### src/rtl/rw_arb.sv
// rw_arb: N-channel pulse/level request arbiter with fixed or round-robin priority, preemption and grant timeout
module rw_arb #(
    parameter int NCH = 4,
    parameter int IDW = 2,
    parameter logic [NCH-1:0] LVL_MASK = NCH'(1),
    parameter int MODE = 0,
    parameter int PREEMPT = 1,
    parameter int TMO = 0,
    parameter int TW = 8
) (
    input  logic           clk,
    input  logic           nrst,
    input  logic [NCH-1:0] req,
    input  logic [NCH-1:0] done,
    output logic [NCH-1:0] gnt,
    output logic [IDW-1:0] gnt_id,
    output logic           busy,
    output logic [NCH-1:0] ovf,
    output logic           tmo
);
    typedef enum logic {IDLE, GRANT} state_t;
    localparam logic [TW-1:0] TLAST = TW'(TMO == 0 ? 0 : TMO - 1);
    state_t st;
    logic [NCH-1:0] pend, blk, lcand, pcand, xm, clr, win_oh;
    logic [IDW-1:0] ptr, win;
    logic [TW-1:0] cnt;
    logic cur_lvl, pre, to, rel, ng;
    function automatic logic [IDW-1:0] pick(input logic [NCH-1:0] c, input logic [IDW-1:0] p);
        logic [IDW-1:0] r;
        logic [NCH-1:0] s;
        int idx;
        r = '0;
        for (int k = NCH; k >= 1; k--) begin
            idx = ((MODE != 0) ? int'(p) + k : k - 1) % NCH;
            s = c >> idx;
            if (s[0]) r = IDW'(idx);
        end
        return r;
    endfunction
    assign busy = |gnt;
    always_comb begin
        cur_lvl = |(gnt & LVL_MASK);
        lcand = req & LVL_MASK & ~blk;
        pcand = pend & ~LVL_MASK;
        pre = (PREEMPT != 0) && (st == GRANT) && !cur_lvl && (|lcand);
        to = (TMO != 0) && (st == GRANT) && (cnt == TLAST);
        rel = (st == GRANT) && (pre || to || (cur_lvl ? !(|(req & gnt)) : |(done & gnt)));
        xm = (to && cur_lvl) ? gnt : '0;
        win = (|(lcand & ~xm)) ? pick(lcand & ~xm, ptr) : pick(pcand, ptr);
        ng = ((st == IDLE) || rel) && (|((lcand & ~xm) | pcand));
        win_oh = NCH'(1) << win;
        clr = ng ? win_oh : '0;
    end
    always_ff @(posedge clk or negedge nrst) begin
        if (!nrst) begin
            st <= IDLE;
            gnt <= '0;
            gnt_id <= '0;
            ptr <= IDW'(NCH - 1);
            cnt <= '0;
            pend <= '0;
            blk <= '0;
            ovf <= '0;
            tmo <= 1'b0;
        end else begin
            pend <= ((pend & ~clr) | req | ((pre && !(|(done & gnt))) ? gnt : '0)) & ~LVL_MASK;
            blk <= (blk & req) | ((to && !pre && cur_lvl) ? gnt : '0);
            ovf <= req & pend & ~clr & ~LVL_MASK;
            tmo <= to && !pre;
            cnt <= (ng || rel || (st == IDLE)) ? '0 : cnt + 1'b1;
            if (ng) begin
                st <= GRANT;
                gnt <= win_oh;
                gnt_id <= win;
                ptr <= win;
            end else if (rel) begin
                st <= IDLE;
                gnt <= '0;
            end
        end
    end
endmodule
### config.mk
export PLATFORM = sky130hd
export DESIGN_NAME = rw_arb
export DESIGN_NICKNAME = d
export VERILOG_FILES = /design/src/rtl/rw_arb.sv
export SDC_FILE = /design/constraint.sdc
export NUM_CORES = 1
export LEC_CHECK = 0
export ABC_CLOCK_PERIOD_IN_PS = 4600
export BUFFER_PORTS_ARGS = -buffer_cell sky130_fd_sc_hd__clkbuf_2
export CAP_MARGIN = 10
export CORE_MARGIN = 8
export CORE_UTILIZATION = 51
export DETAILED_ROUTE_END_ITERATION = 8
export GPL_TIMING_DRIVEN = 0
export HOLD_SLACK_MARGIN = 0.02
export PLACE_DENSITY = 0.86
export SKIP_CTS_REPAIR_TIMING = 1
export SYNTH_ARGS = -nofsm -noshare
export SYNTH_HDL_FRONTEND = slang
export SYNTH_SLANG_ARGS = --single-unit
### constraint.sdc
create_clock -name clk -period 4.6 [get_ports clk]
set_clock_uncertainty 0.15 [all_clocks]
set_input_delay 0.23 -clock clk [delete_from_list [all_inputs] [get_ports clk]]
set_output_delay 0.23 -clock clk [all_outputs]
set_load 0.005 [all_outputs]
* Yosys cells after proc, flatten, opt, wreduce, memory -nomap -nowiden
Cells that the tools add are included.
** Operators by class
- Add/subtract/negate cells :: 0
- Multipliers :: 0
- Div/mod/pow operators :: 0
- Order comparisons :: 0
- Equality and inequality tests :: 0
- Shift operators :: 1
- Mux-type cells :: 15
- Bitwise gates (word level) :: 13
- Reductions and logical operators :: 16
** Operators with widths (number)
- 4-bit AND :: 6
- 4-bit OR reduction :: 5
- 2-bit 2-to-1 mux :: 8
- 4-bit 2-to-1 mux :: 4
- 4-bit bitwise OR :: 3
- 4-bit inverter :: 2
- 1-bit logical AND :: 5
- 1-bit by 4-bit AND with 4-bit output :: 1
- 1-bit by 2-bit left shift with 4-bit output (first input constant) :: 1
- 1-bit zero test :: 3
- 1-bit 2-to-1 mux :: 3
- 1-bit logical OR :: 2
- 2-bit nonzero test :: 1
- 1-bit inverter :: 1
** Word-level totals
- Flip-flop bits (word level) :: 17
- Bits in latches :: 0
- Bits in writable memories :: 0
- Memory bits (read-only) :: 0
- Input port bits :: 10
- Output and inout port bits :: 12
- Logic and storage cells :: 51
- Memories kept :: 0

* Longest topological paths before layout
Gate-level depths: netlist of run 1.
- Depth after elaboration :: 13
- Gate-level depth with buffers :: 5
- Depth with buffers taken out :: 4

* Worst setup path before layout of run 1
No wires, ideal clock.
- Path kind :: reg2reg
- Start :: reg gnt[2]
- End :: reg pend[2]
- Setup time :: 0.126 ns
- Arrival time :: 1.504 ns
- Required time :: 4.324 ns
- Setup slack :: 2.821 ns
- Stages on the path, launching flop included :: 6
- Path buffers :: 1
- Period minus slack after synthesis :: 1.779 ns
- Path through :: dfrtp_1 a22o_1 o311ai_2 buf_4 o21ai_1 a221o_1
** On the way
- Cells in the longest elaborated chain, start to end :: 13
- Elaborated cells between the ends (all ways) :: 18
- Those cells by class :: mux: 3; bitwise: 6; reduce/logical: 9
** Ends and longest elaborated chain
- start: declaration :: line 15 : output logic [NCH-1:0] gnt,
- start signal: assignment :: line 73 : gnt <= win_oh;
- 4-bit AND :: line 47 : rel = (st == GRANT) && (pre || to || (cur_lvl ? !(|(req & gnt)) : |(done & gnt)));
- 4-bit OR reduction :: line 47
- 1-bit zero test :: line 47
- 1-bit 2-to-1 mux :: line 47
- 1-bit logical OR :: line 47
- 1-bit logical AND :: line 47
- 1-bit logical OR :: line 50 : ng = ((st == IDLE) || rel) && (|((lcand & ~xm) | pcand));
- 1-bit logical AND :: line 50
- 4-bit 2-to-1 mux :: line 52 : clr = ng ? win_oh : '0;
- 4-bit inverter :: line 66 : pend <= ((pend & ~clr) | req | ((pre && !(|(done & gnt))) ? gnt : '0)) & ~LVL_MASK;
- 4-bit AND :: line 66
- 4-bit bitwise OR :: line 66
- 4-bit bitwise OR (*) :: line 66
- end signal: assignment :: line 66
- end: declaration :: line 24 : logic [NCH-1:0] pend, blk, lcand, pcand, xm, clr, win_oh;
Mark *: on every way between the ends. The rest lies on a longest branch, timed or not.
A chain may end at the register's enable or synchronous reset.

* Worst setup path after layout of run 1
- Start :: in req[3]
- End :: reg pend[2]
** On the way
- Cells in the longest elaborated chain, start to end :: 13
** Ends and longest elaborated chain
- start: declaration :: line 13 : input logic [NCH-1:0] req,
- 4-bit AND :: line 47
- 4-bit OR reduction :: line 47
- 1-bit zero test :: line 47
- 1-bit 2-to-1 mux :: line 47
- 1-bit logical OR :: line 47
- 1-bit logical AND :: line 47
- 1-bit logical OR :: line 50
- 1-bit logical AND :: line 50
- 4-bit 2-to-1 mux :: line 52
- 4-bit inverter :: line 66
- 4-bit AND :: line 66
- 4-bit bitwise OR (2 in series) :: line 66
No other way between the ends.

==> results of run 1 <==
-- layout make-up --
type                    instances  area (um2)
plain buffers                   4        26.3
multi-input cells              46         320
flip-flops and latches         14         350
repair buffers                 21         115
fillers                       107         424
well taps                      15        18.8
clock buffers                   3        22.5
inverters                       2        7.51
-- layer usage --
metal	vias up	track usage
met3	4	0.0700
met1	309	0.146
met4	0	0.0378
li1	299	-
met2	24	0.215
met5	-	0
-- cells in the final DEF, fill, tap and decap left out, drive strengths merged --
cell and count:
conb 2, a221o 3, o21ai 3, nor2 3, nand2 2, a2bb2oi 1, a32o 3, buf 3
o22ai 3, or2 2, or3b 1, nand2b 2, nor2b 2, a22o 2, o211a 1, dfrtp 14
dlygate4sd3 2, o2bb2ai 3, a21oi 1, or4 1, inv 2, o311ai 1, or3 1, a22oi 2
clkbuf 23, and2 2, nor3 2, and3 3
-- cell usage after synthesis --
library cell / instances / share of area
or4_1: 1 / 0.011
nor2_1: 3 / 0.016
and3_1: 3 / 0.027
buf_4: 3 / 0.032
o2bb2ai_1: 3 / 0.038
or2_1: 1 / 0.0089
a22o_1: 2 / 0.025
a22oi_1: 2 / 0.021
nor2b_1: 2 / 0.018
o311ai_2: 1 / 0.023
nand2_1: 2 / 0.011
o211a_1: 1 / 0.014
and2_1: 2 / 0.018
o21ai_1: 3 / 0.021
a221o_1: 3 / 0.043
a21oi_1: 1 / 0.0071
clkbuf_1: 1 / 0.0054
a2bb2oi_1: 1 / 0.013
nand2b_1: 2 / 0.018
dfrtp_1: 14 / 0.50
inv_1: 2 / 0.011
conb_1: 1 / 0.0054
a32o_1: 3 / 0.043
or2_2: 1 / 0.0089
or3_1: 1 / 0.0089
or3b_1: 1 / 0.013
o22ai_1: 3 / 0.027
nor3_1: 2 / 0.014
-- worst paths after layout --
| path | from | endpoint | slack [ns] | cells past startpoint |
|---|---|---|---|---|
| worst min register to register | gnt_id[1]$_DFFE_PN0P_ | gnt_id[1]$_DFFE_PN0P_ | 0.37 | 2 |
| worst max register to register | gnt[2]$_DFFE_PN0P_ | pend[2]$_DFF_PN0_ | 2.63 | 5 |
| max in group asynchronous | nrst | pend[2]$_DFF_PN0_ | 3.81 | 2 |
| min in group asynchronous | nrst | st$_DFFE_PN0P_ | 0.23 | 2 |
| worst min-delay path | req[2] | pend[2]$_DFF_PN0_ | 0.03 | 2 |
| worst max-delay path | req[3] | pend[2]$_DFF_PN0_ | 2.54 | 7 |
-- through the flow --
step            util  std cells  worst slack [ns]  area [um2]
4_1_cts        0.654        103              2.63         841
6_report       0.670        105              2.54         861
5_1_grt        0.670        105              2.45         861
2_1_floorplan      -         66              2.82         704
3_3_place_gp   0.637        100              2.74         818
3_5_place_dp   0.637        100              2.71         818
-- worst reg2reg max path, delay by kind of cell, from the launching register on --
family                 cells  cell delay (ns)
AOI/OAI and AO/OA          4             1.02
buffers and inverters      1             0.22
DFF                        1             0.45
-- state kept, by name, summed over array words and instances, names as in the netlist --
signal	flops
gnt_id	2
blk	1
gnt	4
ovf	3
pend	3
st	1
-- logic make-up after synthesis --
logic type / after synthesis
AND/OR/NAND/NOR: 21
other: 1
flip-flops: 14
buffers and inverters: 6
AO/OA/AOI/OAI: 23
-- report_power, final --
part / switching [mW] / leakage, nW / internal (mW)
clock: 0.0373 / 0.0138 / 0.0304
sequential: 0.0333 / 0.163 / 0.152
combinational: 0.0927 / 0.225 / 0.0922
==> flow_summary.json, run 1 <==
{
  "gr-total-overflow": 0,
  "synth_fa_ha_area_frac": 0,
  "yosysWarnings": 0,
  "rsz0062_at_grt": "no",
  "routed-wl-met3_um": 169,
  "wl_met2_um": 784,
  "critPathBufInv": 3,
  "vias_per_cell": 6.06,
  "drive_gt1_frac": 0.300,
  "antenna_found_initial": 0,
  "cp-start-kind": "input pin",
  "drc": 0,
  "path_clk_slew_ns": 0.08,
  "worstPathMaxFanout": 10,
  "cts_buffers": 3,
  "post-route-period-util": 0.447,
  "holdWs_ns": 0.0342,
  "postRouteAntennaNets": 0,
  "std_cell_rows": 13,
  "port-buffer-count": 19,
  "fin_crit_ns": 2.06,
  "drv_slew": 0,
  "die_x_um": 53.1,
  "syn_to_final_growth_pct": 22.9,
  "clock_sinks": 14,
  "htree_levels": 1,
  "floorplan.die_area_um2": 2820,
  "fin_nets": 102,
  "min_path_type": "in -> reg",
  "total_power_mw": 0.438,
  "drtIter0Drc": 9,
  "insertion_delay_ns": 0.28,
  "dp_hpwl_um": 1290,
  "max_stage_delay_ns": 0.53,
  "initial_core_util": 0.545,
  "routed.top_layer": "met4",
  "vias": 636,
  "setup-violations-final": 0,
  "place_congestion": 0.881,
  "clockRootBuffer": "clkbuf_4",
  "hold_viol": 0,
  "cp-end-kind": "flop",
  "muxShareOfSynthArea": 0,
  "cts_tree": "built",
  "syn_inst": 65,
  "firstDrtPassIters": 4,
  "arrival_ns": 2.07,
  "timing.max_cap.violations": 0,
  "critPathTopFamily": "compound AO/OA/AOI/OAI gates",
  "grt_max_degree": 15,
  "chipHeight_um": 53.1,
  "slowest_stage": "dlygate4sd3_1",
  "wl_um": 1690,
  "ys_seq_area_frac": 0.500,
  "power_leakage_nw": 0.402,
  "grt_first_pass_wirelength_um": 2790,
  "fin_tns_setup_ns": 0,
  "path_class": "in -> reg",
  "synth_cell_types": 28,
  "synth_xor_area_frac": 0,
  "synth_top_family_by_area": "compound AO/OA/AOI/OAI gates",
  "worst_ep_required_time_ns": 4.62,
  "outcome": "completed",
  "antenna_cells": 0,
  "synth-compound-area-share": 0.275,
  "pin_count": 22,
  "grt.total_usage": 0.132,
  "clock_path_buffers": 2,
  "crit_chain": "dlygate4sd3_1, clkbuf_2, a22o_1, o311ai_2, buf_4, o21ai_1, a221o_1",
  "synth.avg_cell_area_um2": 10.8,
  "core_um2": 1280,
  "p_per_area_nw_per_um2": 509,
  "synth-seq-cells": 14,
  "first_global_vias": 652,
  "fmax_mhz": 486,
  "synthSimpleGateAreaFrac": 0.171,
  "wl_met1_um": 715,
  "ir_worst_vdd_mv": 0.306,
  "routedWlPerCell_um": 16.1,
  "syn_area_um2": 701
}
(Power assumes the default switching activity.)
==> inputs of run 2 (changes only) <==
--- a/config.mk
+++ b/config.mk
@@ -5,15 +5,15 @@
 export SDC_FILE = /design/constraint.sdc
 export NUM_CORES = 1
 export LEC_CHECK = 0
-export ABC_CLOCK_PERIOD_IN_PS = 4600
+export ABC_CLOCK_PERIOD_IN_PS = 2100
 export BUFFER_PORTS_ARGS = -buffer_cell sky130_fd_sc_hd__clkbuf_2
 export CAP_MARGIN = 10
 export CORE_MARGIN = 8
-export CORE_UTILIZATION = 51
+export CORE_UTILIZATION = 48
 export DETAILED_ROUTE_END_ITERATION = 8
 export GPL_TIMING_DRIVEN = 0
 export HOLD_SLACK_MARGIN = 0.02
-export PLACE_DENSITY = 0.86
+export PLACE_DENSITY = 0.82
 export SKIP_CTS_REPAIR_TIMING = 1
 export SYNTH_ARGS = -nofsm -noshare
 export SYNTH_HDL_FRONTEND = slang
==> constraint.sdc (replaced) <==
create_clock -name clk -period 2.1 [get_ports clk]
set_clock_uncertainty 0.15 [all_clocks]
set_input_delay 0.105 -clock clk [delete_from_list [all_inputs] [get_ports clk]]
set_output_delay 0.105 -clock clk [all_outputs]
set_load 0.005 [all_outputs]
==> flow_summary.json, run 2 (synthesis results as in run 1) <==
{
  "dp_cells": 100,
  "grt_max_degree": 15,
  "p_sw_mw": 0.363,
  "drtIter0Drc": 10,
  "cp-end-kind": "flop",
  "vias_per_cell": 5.72,
  "crit_start": "req[2]",
  "holdWs_ns": 0.122,
  "firstDrtPassIters": 4,
  "critPathBufInv": 3,
  "floorplan.die_area_um2": 2940,
  "cts_tree": "built",
  "final_cells": 109,
  "port-buffer-count": 19,
  "ir_worst_vdd_mv": 0.591,
  "drv_slew": 0,
  "setup-violations-final": 0,
  "antenna_found_initial": 0,
  "die_x_um": 54.2,
  "worst_ep_required_time_ns": 2.12,
  "antenna_cells": 0,
  "path_clk_slew_ns": 0.09,
  "worstPathMaxFanout": 10,
  "top_register": "gnt",
  "core_um2": 1330,
  "fin_nets": 105,
  "outcome": "completed",
  "fin_ws_ns": 0.120,
  "preCtsSetupSlack_ns": 0.180,
  "routedWlPerCell_um": 15.9,
  "fillers": 117,
  "drc": 0,
  "gr-total-overflow": 0,
  "vias": 624,
  "arrival_ns": 2.00,
  "place_congestion": 0.808,
  "rsz0062_at_grt": "no",
  "seqPwrFrac": 0.400,
  "cp-start-kind": "input pin",
  "largest_register_ffs": 4,
  "std_cell_rows": 13,
  "fin_crit_ns": 1.98,
  "cts_buffers": 3,
  "p_per_area_nw_per_um2": 1110,
  "drive_gt1_frac": 0.298,
  "wl_um": 1730,
  "power_leakage_nw": 0.421,
  "fin_tns_setup_ns": 0,
  "hold_viol": 0,
  "first_global_vias": 579,
  "insertion_delay_ns": 0.28,
  "pin_count": 22,
  "grtUsageMet3": 0.0468,
  "htree_levels": 1,
  "min_path_type": "in -> async",
  "initial_core_util": 0.525,
  "fmax_mhz": 505,
  "dp_hpwl_um": 1210,
  "post-route-period-util": 0.943,
  "p_int_mw": 0.644,
  "crit_chain": "dlygate4sd3_1, clkbuf_2, a22o_1, o311ai_2, buf_4, o21ai_1, a221o_1",
  "met2_usage": 0.193,
  "combPwrFrac": 0.407,
  "chipHeight_um": 54.2,
  "swShare": 0.361,
  "final_util": 0.678,
  "clock_path_buffers": 2,
  "syn_to_final_growth_pct": 29.1,
  "slowest_stage": "dlygate4sd3_1",
  "reg2reg_from": "gnt[2]$_DFFE_PN0P_",
  "postRouteAntennaNets": 0,
  "grt.busiest_layer": "met2",
  "final_common_cell": "clkbuf_2",
  "timing.max_cap.violations": 0,
  "critPathTopFamily": "compound AO/OA/AOI/OAI gates",
  "p_clk_frac": 0.193,
  "clock_sinks": 14,
  "path_class": "in -> reg",
  "reg.largest.list": "gnt (4), ovf (3), pend (3)",
  "grtUsageMet1": 0.149,
  "max_stage_delay_ns": 0.53,
  "grt.total_usage": 0.125,
  "final_cell_mix": "clkbuf_2, dfrtp_1, dlygate4sd3_1",
  "grt_first_pass_wirelength_um": 2680,
  "clockRootBuffer": "clkbuf_4"
}
## run 2: cell count changes in the layout (fill, tap and decap cells not counted)
cell,delta
dlygate4sd3_1,+3
clkbuf_8,+1
## run 2: metrics by stage
step	cell area (um2)	power [mW]
3_5_place_dp	818	0.807
3_3_place_gp	818	0.798
4_1_cts	855	1.01
2_1_floorplan	704	0.663
5_1_grt	905	1.09
6_report	905	1.01
## run 2: layout make-up
type                    instances  area (um2)  area share
inverters                       2        7.51     0.00830
repair buffers                 24         145       0.160
clock buffers                   4        36.3      0.0401
flip-flops and latches         14         350       0.387
well taps                      15        18.8      0.0207
plain buffers                   4        26.3      0.0290
multi-input cells              46         320       0.354
## run 2: per-layer routing
metal | vias to the layer above | routed length, um
li1 | 309 | -
met1 | 291 | 740
met5 | - | 0
met4 | 0 | 13
met3 | 2 | 150
met2 | 22 | 828
## run 2: path summary, 6_finish.rpt
check	endpoint	depth (start not counted)	slack, ns
max	pend[2]$_DFF_PN0_	7	0.12
min	pend[2]$_DFF_PN0_	2	0.12
max reg2reg	pend[2]$_DFF_PN0_	5	0.16
min reg2reg	gnt_id[1]$_DFFE_PN0P_	2	0.38
max in group asynchronous	gnt[0]$_DFFE_PN0P_	2	1.42
min in group clk	pend[2]$_DFF_PN0_	5	0.28
## run 2: power groups by stage
stage / registers (mW) / logic, mW / clock network [mW]
finish: 0.403 / 0.410 / 0.195
global route: 0.414 / 0.459 / 0.215
CTS: 0.403 / 0.404 / 0.201
detailed placement: 0.408 / 0.399 / 0
global placement: 0.406 / 0.392 / 0
floorplan: 0.399 / 0.264 / 0
==> inputs of run 3 (changes only) <==
--- a/config.mk
+++ b/config.mk
@@ -5,15 +5,16 @@
 export SDC_FILE = /design/constraint.sdc
 export NUM_CORES = 1
 export LEC_CHECK = 0
-export ABC_CLOCK_PERIOD_IN_PS = 2100
+export ABC_CLOCK_PERIOD_IN_PS = 2000
 export BUFFER_PORTS_ARGS = -buffer_cell sky130_fd_sc_hd__clkbuf_2
 export CAP_MARGIN = 10
 export CORE_MARGIN = 8
-export CORE_UTILIZATION = 48
+export CORE_UTILIZATION = 35
+export CTS_CLUSTER_DIAMETER = 40
 export DETAILED_ROUTE_END_ITERATION = 8
 export GPL_TIMING_DRIVEN = 0
 export HOLD_SLACK_MARGIN = 0.02
-export PLACE_DENSITY = 0.82
+export PLACE_DENSITY = 0.64
 export SKIP_CTS_REPAIR_TIMING = 1
 export SYNTH_ARGS = -nofsm -noshare
 export SYNTH_HDL_FRONTEND = slang
==> constraint.sdc (replaced) <==
create_clock -name clk -period 2 [get_ports clk]
set_clock_uncertainty 0.15 [all_clocks]
set_input_delay 0.1 -clock clk [delete_from_list [all_inputs] [get_ports clk]]
set_output_delay 0.1 -clock clk [all_outputs]
set_load 0.005 [all_outputs]
==> flow_summary.json, run 3 (synthesis results as in run 1) <==
{
  "critPathTopFamily": "compound AO/OA/AOI/OAI gates",
  "hold_viol": 0,
  "path_class": "in -> reg",
  "dp_hpwl_um": 1300,
  "final_common_cell": "clkbuf_2",
  "min_path_type": "in -> async",
  "fmax_mhz": 520,
  "htree_levels": 1,
  "die_x_um": 60.7,
  "grt_max_degree": 15,
  "grt_first_pass_wirelength_um": 2760,
  "postRouteAntennaNets": 0,
  "cp-start-kind": "input pin",
  "arrival_ns": 1.94,
  "final_cell_area_um2": 945,
  "crit_chain": "dlygate4sd3_1, clkbuf_2, a22o_1, o311ai_2, buf_4, o21ai_1, a221o_1",
  "drtIter0Drc": 22,
  "place_congestion": 0.759,
  "vias_per_cell": 5.27,
  "drive_gt1_frac": 0.340,
  "worst_ep_required_time_ns": 2.02,
  "clock_path_buffers": 2,
  "preCtsSetupSlack_ns": 0.106,
  "fin_crit_ns": 1.92,
  "fillers": 201,
  "drv_slew": 0,
  "slowest_stage": "dlygate4sd3_1",
  "max_stage_delay_ns": 0.53,
  "total_power_mw": 1.11,
  "port-buffer-count": 19,
  "clockRootBuffer": "clkbuf_4",
  "holdWs_ns": 0.0883,
  "place_area_um2": 833,
  "wl_um": 1720,
  "ir_worst_vdd_mv": 0.493,
  "fin_ws_ns": 0.0763,
  "drc": 0,
  "fin_nets": 108,
  "core_um2": 1920,
  "grt.total_usage": 0.101,
  "antenna_cells": 0,
  "post-route-period-util": 0.962,
  "syn_to_final_growth_pct": 34.8,
  "final_cell_mix": "clkbuf_2, dfrtp_1, buf_4, dlygate4sd3_1",
  "std_cell_rows": 16,
  "firstDrtPassIters": 4,
  "p_per_area_nw_per_um2": 1170,
  "largest_register_ffs": 4,
  "first_global_vias": 612,
  "cp-end-kind": "flop",
  "rsz0062_at_grt": "no",
  "reg.largest.list": "gnt (4), ovf (3), pend (3)",
  "final_util": 0.492,
  "timing.max_cap.violations": 0,
  "routedWlPerCell_um": 13.9,
  "gr-total-overflow": 0,
  "fin_tns_setup_ns": 0,
  "cts_tree": "built",
  "path_clk_slew_ns": 0.09,
  "antenna_found_initial": 0,
  "clock_sinks": 14,
  "dp_cells": 112,
  "insertion_delay_ns": 0.28,
  "worstPathMaxFanout": 9,
  "final_cells": 124,
  "vias": 653,
  "setup-violations-final": 0,
  "power_leakage_nw": 0.438,
  "critPathBufInv": 3,
  "chipHeight_um": 60.7,
  "pin_count": 22,
  "floorplan.die_area_um2": 3690,
  "outcome": "completed",
  "cts_buffers": 3,
  "initial_core_util": 0.365,
  "top_register": "gnt"
}
run 3: cell types whose count changed in the layout (fill, tap and decap cells not counted):
cell,before,now
clkbuf_2,19,20
dfrtp_1,14,13
clkbuf_1,1,0
buf_4,3,6
dfrtp_2,0,1
run 3: layout make-up:
cell class | instances | area [um2] | share of cell area
buffer | 4 | 27.5 | 0.0291
clock buffer | 4 | 36.3 | 0.0384
inverter | 2 | 7.51 | 0.00795
multi-input combinational | 46 | 320 | 0.339
sequential | 14 | 352 | 0.372
tap | 27 | 33.8 | 0.0358
timing repair buffer | 27 | 168 | 0.177
run 3: final timing paths:
| kind | cells after the start | slack, ns | end | from |
|---|---|---|---|---|
| worst max register to register | 5 | 0.10 | pend[2]$_DFF_PN0_ | gnt[2]$_DFFE_PN0P_ |
| worst max-delay path | 7 | 0.08 | pend[2]$_DFF_PN0_ | req[2] |
| max in group asynchronous | 2 | 1.34 | gnt[2]$_DFFE_PN0P_ | nrst |
| worst min register to register | 2 | 0.37 | gnt_id[1]$_DFFE_PN0P_ | gnt_id[1]$_DFFE_PN0P_ |
| min in group clk | 5 | 0.30 | pend[2]$_DFF_PN0_ | done[3] |
| worst min-delay path | 2 | 0.09 | gnt_id[0]$_DFFE_PN0P_ | nrst |
run 3: worst reg2reg max path, cell delays in order (launching register included):
cell,delay [ns]
dfrtp_2,0.46
a22o_1,0.25
o311ai_2,0.29
buf_4,0.21
o21ai_1,0.08
a221o_1,0.35
run 3: metal layers:
layer / up-vias / routed length (um) / track usage
met5: - / 0 / 0
met4: 0 / 0 / 0.0399
met3: 0 / 102 / 0.0403
met2: 12 / 802 / 0.151
met1: 323 / 813 / 0.126
li1: 318 / - / -
run 3: power breakdown:
group	switching, mW	internal (mW)
clock network	0.0981	0.111
registers	0.0735	0.351
logic	0.223	0.249
